[src/rtl/ifetch_pkg.sv]
// ifetch_pkg: shared state encoding, fault cause codes and PC step for the fetch sequencer
package ifetch_pkg;
  typedef enum logic [1:0] {FETCH = 2'd0, VALID = 2'd1, HALT = 2'd2} state_t;
  typedef enum logic [1:0] {CAUSE_NONE = 2'b00, CAUSE_TIMEOUT = 2'b01, CAUSE_MISALIGN = 2'b10} cause_t;
  localparam logic [31:0] PC_STEP = 32'd4;
endpackage

[src/rtl/ifetch_wait_cnt.sv]
// ifetch_wait_cnt: counts imem wait cycles; term flags that the next wait reaches WAIT_MAX
module ifetch_wait_cnt #(
  parameter int WAIT_MAX = 8
) (
  input  logic clk,
  input  logic rst,
  input  logic clr,
  input  logic inc,
  output logic term
);
  localparam logic [7:0] LAST = 8'(WAIT_MAX - 1);
  logic [7:0] cnt;
  assign term = cnt == LAST;
  // wait counter, cleared whenever the fetch is not stalled
  always_ff @(posedge clk) begin
    if (rst || clr) cnt <= '0;
    else if (inc) cnt <= cnt + 8'd1;
  end
endmodule

[src/rtl/ifetch_ctrl.sv]
// ifetch_ctrl: PC owner and fetch sequencer with wait timeout and redirects (option: IFETCH_ALIGN_CHECK_EN)
module ifetch_ctrl
  import ifetch_pkg::*;
#(
  parameter logic [31:0] RESET_PC = 32'h0000_0000,
  parameter int          WAIT_MAX = 8
) (
  input  logic        clk,
  input  logic        rst,
  output logic        imem_req,
  output logic [31:0] imem_addr,
  input  logic [31:0] imem_inst,
  input  logic        imem_ready,
  input  logic        redirect,
  input  logic [31:0] redirect_pc,
  input  logic        inst_accept,
  output logic        inst_valid,
  output logic [31:0] inst_out,
  output logic [31:0] pc_out,
  output logic        fault,
  output logic [1:0]  fault_cause
);
  state_t      state, state_n;
  cause_t      cause, cause_n;
  logic [31:0] pc, pc_n;
  logic        cap, inc, clr, term, mis;
`ifdef IFETCH_ALIGN_CHECK_EN
  assign mis = |redirect_pc[1:0];
`else
  assign mis = 1'b0;
`endif
  assign clr = ~inc;
  ifetch_wait_cnt #(.WAIT_MAX(WAIT_MAX)) u_wait (.clk, .rst, .clr, .inc, .term);
  assign imem_req    = state == FETCH;
  assign imem_addr   = pc;
  assign inst_valid  = state == VALID;
  assign fault       = state == HALT;
  assign fault_cause = cause;
  // next state: redirect beats response and accept; HALT is sticky until reset
  always_comb begin
    state_n = state;
    cause_n = cause;
    pc_n    = pc;
    cap     = 1'b0;
    inc     = 1'b0;
    if (state != HALT && redirect) begin
      state_n = mis ? HALT : FETCH;
      cause_n = mis ? CAUSE_MISALIGN : cause;
      pc_n    = mis ? pc : redirect_pc & ~32'h3;
    end else if (state == FETCH && imem_ready) begin
      cap     = 1'b1;
      state_n = VALID;
    end else if (state == FETCH) begin
      inc     = 1'b1;
      state_n = term ? HALT : FETCH;
      cause_n = term ? CAUSE_TIMEOUT : cause;
    end else if (state == VALID && inst_accept) begin
      state_n = FETCH;
      pc_n    = pc + PC_STEP;
    end
  end
  // state, PC and captured instruction registers
  always_ff @(posedge clk) begin
    if (rst) begin
      state    <= FETCH;
      cause    <= CAUSE_NONE;
      pc       <= RESET_PC;
      inst_out <= '0;
      pc_out   <= '0;
    end else begin
      state <= state_n;
      cause <= cause_n;
      pc    <= pc_n;
      if (cap) begin
        inst_out <= imem_inst;
        pc_out   <= pc;
      end
    end
  end
endmodule

[config.mk]
export PLATFORM = sky130hd
export DESIGN_NAME = ifetch_ctrl
export DESIGN_NICKNAME = d
export VERILOG_FILES = /design/src/rtl/ifetch_pkg.sv /design/src/rtl/ifetch_wait_cnt.sv /design/src/rtl/ifetch_ctrl.sv
export SDC_FILE = /design/constraint.sdc
export NUM_CORES = 1
export LEC_CHECK = 0
export ABC_AREA = 1
export BUFFER_PORTS_ARGS = -buffer_cell sky130_fd_sc_hd__clkbuf_2
export CAP_MARGIN = 20
export CORE_UTILIZATION = 51
export DETAILED_ROUTE_END_ITERATION = 8
export GPL_TIMING_DRIVEN = 0
export PLACE_DENSITY = 0.9
export SLEW_MARGIN = 10
export SYNTH_ARGS = -nofsm -noshare
export SYNTH_HDL_FRONTEND = slang
export SYNTH_SLANG_ARGS = --single-unit
[constraint.sdc]
create_clock -name clk -period 1.7 [get_ports clk]
set_input_delay 0.085 -clock clk [delete_from_list [all_inputs] [get_ports clk]]
set_output_delay 0.085 -clock clk [all_outputs]
set_load 0.1 [all_outputs]
==> results.sh, run 1 <==
export IMPL_gp_congestion=0.940
export IMPL_cp_data_required_time_ns=1.98
export IMPL_pwr_share_seq_pct=44.4
export IMPL_fp_dieArea_sq_mm=0.0102
export IMPL_ir_worst_vdd_mv=0.569
export IMPL_worst_slack_ns=0.0807
export IMPL_ff_latch_area_sq_mm=0.00211
export IMPL_root_buffer="clkbuf_8"
export IMPL_synth_async_sr_flop_share_pct=0
export IMPL_min_path_type="primary input to register"
export IMPL_overflow=0
export IMPL_die_w_um=101
export IMPL_groute_layer_met2_usage_pct=55.3
export IMPL_fin_util_pct=71.6
export IMPL_synth_mux_area_share_pct=0
export IMPL_drive_gt1_share_pct=29.1
export IMPL_worstSetupEndpointType="register"
export IMPL_ant_nets=0
export IMPL_firstDrtPassIters=6
export IMPL_yosysSeqAreaShare_pct=41.3
export IMPL_cts_buffers=9
export IMPL_fp_coreArea_sq_mm=0.00937
export IMPL_antenna_found_initial=0
export IMPL_clk_pin_slew_ns=0.10
export IMPL_met1_usage_pct=38.3
export IMPL_combinationalPowerShare_pct=25.3
export IMPL_final_nets=1022
export IMPL_netSwitchingPower_mw=2.21
export IMPL_setup_viol=0
export IMPL_final_common_cell="nand2_1"
export IMPL_grt_pass1_wl_mm=25.8
export IMPL_power_internal_mw=3.72
export IMPL_p_sw_share_pct=37.3
export IMPL_worstMarginPinSlew_ns=0.708
export IMPL_via_per_inst=5.50
export IMPL_slew_headroom_pct=52.8
export IMPL_dp_slack_ns=0.112
export IMPL_clock_sinks=103
export IMPL_setup_worst_path_class="register to register"
export IMPL_multi_input_area_sq_mm=0.00250
export IMPL_synth_main_ff_cell="dfxtp_1"
export IMPL_grt_usage_pct=32.5
export IMPL_clk_latency_ns=0.38
export IMPL_synthAdderAreaFrac_pct=0.501
export IMPL_ys_ff_latch=103
export IMPL_gr_usage_met3_pct=7.42
export IMPL_dieHeight_um=101
export IMPL_synthSimpleGateAreaFrac_pct=35.9
export IMPL_max_freq_mhz=618
export IMPL_antennaDiodeCount=0
export IMPL_wl_per_cell_um=15.3
export IMPL_syn_avg_cell_area_sq_um=6.83
export IMPL_maxCapViolations=0
export IMPL_area_delta_synth_final_pct=34.2
export IMPL_synth_cell_types=29
export IMPL_finalCriticalPeriod_ns=1.62
export IMPL_initial_core_util_pct=53.3
export IMPL_dp_hpwl_mm=10.9
export IMPL_startpoint_type="register"
export IMPL_cp_arrival_ns=1.90
export IMPL_skew_ns=0.0189
export IMPL_rsz0062_at_grt="yes"
export IMPL_fill_cells=784
export IMPL_drc=0
export IMPL_synthesis_area_sq_mm=0.00500
export IMPL_h_tree_depth=3
export IMPL_synth_xor_area_share_pct=0.701
export IMPL_maxSlewViolCount=0
export IMPL_synth_edf_count=0
export IMPL_worstPathMaxFanout=10
export IMPL_drt_iter0_drc=392
export IMPL_core_rowCount=35
export IMPL_synth_top_family_by_area="simple AND/OR/NAND/NOR gates"
export IMPL_netlist_instances=732
export IMPL_finalHoldViolCount=0
export IMPL_synth_compound_area_share_pct=12.2
export IMPL_portBuffers=161
export IMPL_cts_tree="built"
export IMPL_p_leak_nw=2.88
export IMPL_cellPowerDensity_mw_per_mm2=884
export IMPL_clock_path_buffers=2
export IMPL_grt_pass1_vias=5508
export IMPL_final_cell_mix="197 x nand2_1, 161 x clkbuf_2, 110 x nand3_1"
export IMPL_grt_busiest_layer="met2"
export IMPL_yosys_warnings=0
export IMPL_min_period_over_period_pct=95.3
export IMPL_wirelength_mm=16.6
export IMPL_vias=5968
export IMPL_outcome="completed"
export IMPL_grt_start_max_net_pins=20
export IMPL_clkPwrFrac_pct=30.3
export IMPL_io_pin_count=170
logic make-up after synthesis:
kind of cell / after synthesis
other: 1
AO/OA/AOI/OAI: 113
buffers and inverters: 104
XOR/XNOR: 4
flip-flops: 103
AND/OR/NAND/NOR: 405
adder cells (fa/ha/maj): 2
worst max-delay path, cell delays in order, from the launching register on:
cell,delay (ns)
dfxtp_1,0.40
inv_2,0.06
nand2_2,0.08
clkinvlp_4,0.09
nand2_2,0.08
inv_2,0.14
nand2_4,0.19
buf_4,0.20
nand2_1,0.09
a21oi_1,0.20
power groups by stage:
stage,sequential (mW),combinational [mW],clock [mW]
after floorplan,3.34,0.434,0
after global placement,2.68,1.38,0
after detailed placement,2.68,1.39,0
after CTS,2.63,1.47,1.80
after global routing,2.64,1.57,1.91
final,2.63,1.50,1.80
sequential cells by signal, summed over array words and instances (netlist names):
| signal | cells |
|---|---|
| inst_out | 32 |
| imem_addr | 30 |
| pc_out | 30 |
| u_wait.cnt | 8 |
| state | 2 |
| fault_cause | 1 |
Yosys cell counts (3+ instances only):
cell	count	area, sq um
nand2_2	9	56.3
inv_1	49	184
a31oi_1	8	50.1
inv_2	9	33.8
a21oi_2	4	35.0
a21oi_1	75	375
nor2_4	8	90.1
dfxtp_1	103	2060
nor2_2	4	25.0
clkbuf_1	17	63.8
nand3_1	110	551
buf_4	12	90.1
xor2_1	4	35.0
nand4_1	3	18.8
buf_2	14	70.1
nor2_1	57	214
nand2_1	200	751
o21ai_0	18	90.1
nor3_1	9	45.0
o211ai_1	6	45.0
cell type report:
cell class | count | area share [%]
plain buffers | 45 | 3.67
multi-input cells | 529 | 37.3
flip-flops and latches | 103 | 31.4
well taps | 129 | 2.41
clock inverters | 7 | 1.62
clock buffers | 9 | 1.85
repair buffers | 204 | 18.4
inverters | 59 | 3.36
metal layers:
metal / share of wire [%] / up-vias
met1: 38 / 2725
met4: 4.8 / 0
met3: 8.8 / 81
met5: 0 / -
met2: 48 / 341
li1: - / 2821
through the flow:
step	hold slack (ns)	cells	instance area [sq um]	setup TNS, ns	total power, mW
after floorplan	0.243	736	5070	-0.000868	3.77
after global placement	0.336	1026	6040	0	4.05
after detailed placement	0.343	1026	6040	0	4.07
after CTS	0.0108	1084	6690	0	5.90
after global routing	0.0232	1085	6710	-0.0165	6.12
final	0.0212	1085	6710	0	5.93
timing repair:
item | 4_1_cts | 5_1_grt
gates resized for setup | 0 | 5
setup endpoints to repair | 0 | 3
hold buffers | 42 | 0
buffers inserted | 0 | 1
endpoints found under the hold margin | 42 | 0
worst paths after layout:
path / startpoint / endpoint / slack (ns) / cells past startpoint
worst max-delay path: state[0] / pc_out[29] / 0.08 / 9
worst min-delay path: redirect_pc[14] / imem_addr[14] / 0.02 / 5
worst max register to register: state[0] / pc_out[29] / 0.08 / 9
worst min register to register: u_wait.cnt[0] / u_wait.cnt[0] / 0.45 / 1
Power figures use the tool's default switching activity.
==> run 2: changes to the inputs <==
--- a/config.mk
+++ b/config.mk
@@ -8,7 +8,10 @@
 export ABC_AREA = 1
 export BUFFER_PORTS_ARGS = -buffer_cell sky130_fd_sc_hd__clkbuf_2
 export CAP_MARGIN = 20
-export CORE_UTILIZATION = 51
+export CELL_PAD_IN_SITES_DETAIL_PLACEMENT = 0
+export CELL_PAD_IN_SITES_GLOBAL_PLACEMENT = 1
+export CORE_UTILIZATION = 35
+export CTS_CLUSTER_SIZE = 12
 export DETAILED_ROUTE_END_ITERATION = 8
 export GPL_TIMING_DRIVEN = 0
 export PLACE_DENSITY = 0.9
==> results.sh, run 2 (synthesis gave the netlist of run 1 again) <==
export IMPL_clk_pin_slew_ns=0.07
export IMPL_area_delta_synth_final_pct=36.6
export IMPL_antennaDiodeCount=0
export IMPL_dpl_cell_area_sq_mm=0.00610
export IMPL_skew_ns=0.0106
export IMPL_drt_iter0_drc=271
export IMPL_root_buffer="clkbuf_16"
export IMPL_grt_start_max_net_pins=18
export IMPL_worstMarginPinSlew_ns=0.672
export IMPL_finalHoldViolCount=0
export IMPL_cp_arrival_ns=1.80
export IMPL_hold_slack_ns=0.0298
export IMPL_core_rowCount=43
export IMPL_top_register="inst_out"
export IMPL_clock_sinks=103
export IMPL_fp_coreArea_sq_mm=0.0139
export IMPL_ff_latch_area_sq_mm=0.00211
export IMPL_clk_latency_ns=0.36
export IMPL_grt_pass1_vias=5005
export IMPL_ant_nets=0
export IMPL_wl_per_cell_um=14.0
export IMPL_maxSlewViolCount=0
export IMPL_io_pin_count=170
export IMPL_cellPowerDensity_mw_per_mm2=888
export IMPL_p_leak_nw=2.90
export IMPL_fin_util_pct=49.2
export IMPL_final_cell_mix="197 x nand2_1, 161 x clkbuf_2, 110 x nand3_1"
export IMPL_final_nets=1023
export IMPL_ir_worst_vdd_mv=0.458
export IMPL_die_w_um=121
export IMPL_vias=5464
export IMPL_drc=0
export IMPL_final_common_cell="nand2_1"
export IMPL_rrSetupSlack_ns=0.11
export IMPL_antenna_found_initial=0
export IMPL_max_freq_mhz=631
export IMPL_firstDrtPassIters=4
export IMPL_min_path_type="primary input to register"
export IMPL_grt_pass1_wl_mm=24.9
export IMPL_min_period_over_period_pct=93.3
export IMPL_fp_dieArea_sq_mm=0.0148
export IMPL_cts_tree="built"
export IMPL_worstPathMaxFanout=5
export IMPL_overflow=0
export IMPL_setup_worst_path_class="register to register"
export IMPL_grt_usage_pct=21.8
export IMPL_portBuffers=161
export IMPL_cp_data_required_time_ns=1.91
export IMPL_gp_congestion=0.906
export IMPL_via_per_inst=4.81
export IMPL_setup_viol=0
export IMPL_clock_path_buffers=2
export IMPL_dieHeight_um=121
export IMPL_worstSetupEndpointType="register"
export IMPL_dp_hpwl_mm=11.7
export IMPL_fill_cells=1483
export IMPL_p_total_mw=6.06
export IMPL_multi_input_area_sq_mm=0.00250
export IMPL_maxCapViolations=0
export IMPL_initial_core_util_pct=36.0
export IMPL_startpoint_type="register"
export IMPL_dpl_cell_count=1077
export IMPL_cts_buffers=9
export IMPL_final_area_sq_mm=0.00683
export IMPL_slew_headroom_pct=55.2
export IMPL_outcome="completed"
export IMPL_h_tree_depth=3
export IMPL_finalCriticalPeriod_ns=1.59
export IMPL_drive_gt1_share_pct=29.3
export IMPL_finalNonFillerCells=1136
export IMPL_wirelength_mm=15.9
export IMPL_largest_reg_flops=32
## run 2: cell types whose count changed in the layout (fill, tap and decap cells not counted), sizes merged
| cell | previous run | this run |
|---|---|---|
| clkinv | 2 | 4 |
| clkbuf | 187 | 189 |
| inv | 61 | 58 |
| bufinv | 2 | 0 |
| dlygate4sd3 | 42 | 39 |
| buf | 29 | 33 |
## run 2: cell type report
cell class                      count  share of cell area (%)
Buffer                             45                    3.61
Clock buffer                       11                    3.56
Clock inverter                      4                   0.458
Inverter                           59                    3.30
Multi-Input combinational cell    529                    36.7
Sequential cell                   103                    30.9
Tap cell                          180                    3.30
Timing Repair Buffer              205                    18.3
## run 2: what timing repair did
item | 4_1_cts | 5_1_grt
endpoints found under the setup margin | 0 | 8
resized for setup | 0 | 5
hold endpoints to repair | 39 | 0
setup buffers | 0 | 5
hold buffers | 39 | 0
## run 2: worst paths after layout
path,startpoint,to,cells past startpoint
max reg2reg,imem_addr[2],imem_addr[22],10
max,imem_addr[2],imem_addr[22],10
min reg2reg,u_wait.cnt[0],u_wait.cnt[0],1
min,imem_ready,state[1],4
## run 2: per-layer routing
layer	global-route usage, %	vias up	share of wire, %
met1	28.3	2476	45
met5	0	-	0
li1	-	2824	-
met3	4.28	21	5.3
met2	35.5	143	48
met4	7.95	0	1.6
## run 2: where the power goes
group | switching (mW) | internal [mW]
registers | 0.109 | 2.52
logic | 1.15 | 0.337
clock network | 0.920 | 1.03
total | 2.18 | 3.89
## run 2: through the flow
step	setup WS, ns	TNS [ns]
6_report	0.114	0
5_1_grt	-0.0113	-0.0213
4_1_cts	0.0407	0
3_5_place_dp	0.0669	0
3_3_place_gp	0.110	0
2_1_floorplan	-0.000289	-0.000868
## run 2: worst max-delay path: stages, from the launching register on
cell and delay, ns:
dfxtp_4 0.36, ha_2 0.18, nand2_2 0.08, nor2_4 0.19, nand2_4 0.10, nor2_4 0.18
nand2_1 0.07, nand2_1 0.06, nand3_1 0.07, nand2_1 0.08, a21oi_2 0.05
==> run 3: changes to the inputs <==
--- a/config.mk
+++ b/config.mk
@@ -10,11 +10,12 @@
 export CAP_MARGIN = 20
 export CELL_PAD_IN_SITES_DETAIL_PLACEMENT = 0
 export CELL_PAD_IN_SITES_GLOBAL_PLACEMENT = 1
-export CORE_UTILIZATION = 35
+export CORE_UTILIZATION = 36
+export CTS_BUF_LIST = sky130_fd_sc_hd__clkbuf_8
 export CTS_CLUSTER_SIZE = 12
 export DETAILED_ROUTE_END_ITERATION = 8
 export GPL_TIMING_DRIVEN = 0
-export PLACE_DENSITY = 0.9
+export PLACE_DENSITY = 0.92
 export SLEW_MARGIN = 10
 export SYNTH_ARGS = -nofsm -noshare
 export SYNTH_HDL_FRONTEND = slang
==> results.sh, run 3 (synthesis gave the netlist of run 1 again) <==
export IMPL_fp_coreArea_sq_mm=0.0134
export IMPL_clock_sinks=103
export IMPL_cts_tree="built"
export IMPL_clock_path_buffers=2
export IMPL_antennaDiodeCount=0
export IMPL_cp_arrival_ns=1.87
export IMPL_via_per_inst=4.89
export IMPL_p_leak_nw=2.92
export IMPL_io_pin_count=170
export IMPL_top_register="inst_out"
export IMPL_largest_reg_flops=32
export IMPL_cellPowerDensity_mw_per_mm2=870
export IMPL_die_w_um=120
export IMPL_portBuffers=161
export IMPL_setup_worst_path_class="register to register"
export IMPL_cts_buffers=9
export IMPL_wirelength_mm=16.3
export IMPL_hold_slack_ns=0.0214
export IMPL_final_cell_mix="197 x nand2_1, 161 x clkbuf_2, 110 x nand3_1"
export IMPL_antenna_found_initial=0
export IMPL_wl_per_cell_um=14.4
export IMPL_fp_dieArea_sq_mm=0.0144
export IMPL_worstMarginPinSlew_ns=0.659
export IMPL_setup_viol=0
export IMPL_drive_gt1_share_pct=28.8
export IMPL_finalHoldViolCount=0
export IMPL_worstSetupEndpointType="register"
export IMPL_grt_pass1_wl_mm=25.6
export IMPL_dieHeight_um=120
export IMPL_min_path_type="primary input to register"
export IMPL_ant_nets=0
export IMPL_grt_pass1_vias=5137
export IMPL_drc=0
export IMPL_core_rowCount=42
export IMPL_dp_hpwl_mm=11.7
export IMPL_slew_headroom_pct=56.1
export IMPL_maxCapViolations=0
export IMPL_vias=5565
export IMPL_drt_iter0_drc=333
export IMPL_fin_util_pct=51.0
export IMPL_firstDrtPassIters=5
export IMPL_root_buffer="clkbuf_8"
export IMPL_skew_ns=0.0145
export IMPL_final_nets=1028
export IMPL_min_period_over_period_pct=94.5
export IMPL_worstPathMaxFanout=5
export IMPL_clk_latency_ns=0.40
export IMPL_startpoint_type="register"
export IMPL_final_common_cell="nand2_1"
export IMPL_area_delta_synth_final_pct=36.6
export IMPL_finalCriticalPeriod_ns=1.61
export IMPL_cp_data_required_time_ns=1.96
export IMPL_gp_congestion=0.877
export IMPL_max_freq_mhz=622
export IMPL_clk_pin_slew_ns=0.10
export IMPL_grt_usage_pct=23.1
export IMPL_outcome="completed"
export IMPL_grt_start_max_net_pins=18
export IMPL_initial_core_util_pct=37.3
export IMPL_overflow=0
export IMPL_ir_worst_vdd_mv=0.401
export IMPL_maxSlewViolCount=0
export IMPL_h_tree_depth=3
==> run 3: cell count changes in the layout (fill, tap and decap cells not counted), sizes merged <==
cell	previous run	this run
dlygate4sd3	39	47
buf	33	30
clkinv	4	1
inv	58	61
bufinv	0	2
clkbuf	189	188
==> run 3: critical path: stages, from the launching register on <==
cell and delay (ns):
dfxtp_4 0.38, ha_2 0.18, nand2_2 0.09, nor2_4 0.20, nand2_1 0.16, nor2_2 0.16
nand2_1 0.06, nand2_1 0.06, nand3_1 0.07, nand2_1 0.07, a21oi_1 0.05
==> run 3: cell type report <==
cell class / count / area, sq um
buffer: 45 / 246
sequential: 103 / 2110
timing repair buffer: 210 / 1290
tap: 176 / 220
inverter: 59 / 225
fill: 1354 / 6570
clock buffer: 10 / 138
multi-input combinational: 529 / 2510
clock inverter: 6 / 90.1
==> run 3: repair_timing <==
item	CTS	global route
hold buffers	47	0
gates resized for setup	0	5
hold endpoints to repair	47	0
buffers inserted	0	2
setup endpoints to repair	0	6
==> run 3: worst paths after layout <==
path | startpoint | to | slack, ns | depth (start not counted)
max | imem_addr[3] | imem_addr[24] | 0.09 | 10
min | redirect_pc[17] | imem_addr[17] | 0.02 | 5
max reg2reg | imem_addr[3] | imem_addr[24] | 0.09 | 10
min reg2reg | u_wait.cnt[0] | u_wait.cnt[0] | 0.46 | 1
==> run 3: power breakdown <==
part,leakage (nW),switching [mW],internal [mW],total [mW]
combinational,1.95,1.16,0.348,1.50
sequential,0.852,0.111,2.52,2.63
clock,0.119,0.932,0.881,1.81
total,2.92,2.20,3.75,5.94
==> run 3: per-layer routing <==
metal	up-vias	wire, um	GRT usage (%)
met5	-	0	0
met4	0	490	9.84
met3	39	794	4.28
met2	188	7680	37.7
met1	2506	7380	29.7
li1	2832	-	-
==> run 3: metrics by stage <==
step	total power [mW]	setup TNS [ns]	cell area (sq um)	instances	worst slack, ns
global route	6.19	-0.00503	6830	1138	-0.00503
global placement	4.08	0	6100	1073	0.112
detailed placement	4.09	0	6100	1073	0.122
floorplan	3.77	-0.000868	5070	736	-0.000289
CTS	5.99	0	6790	1136	0.0980
finish	5.94	0	6830	1138	0.0935
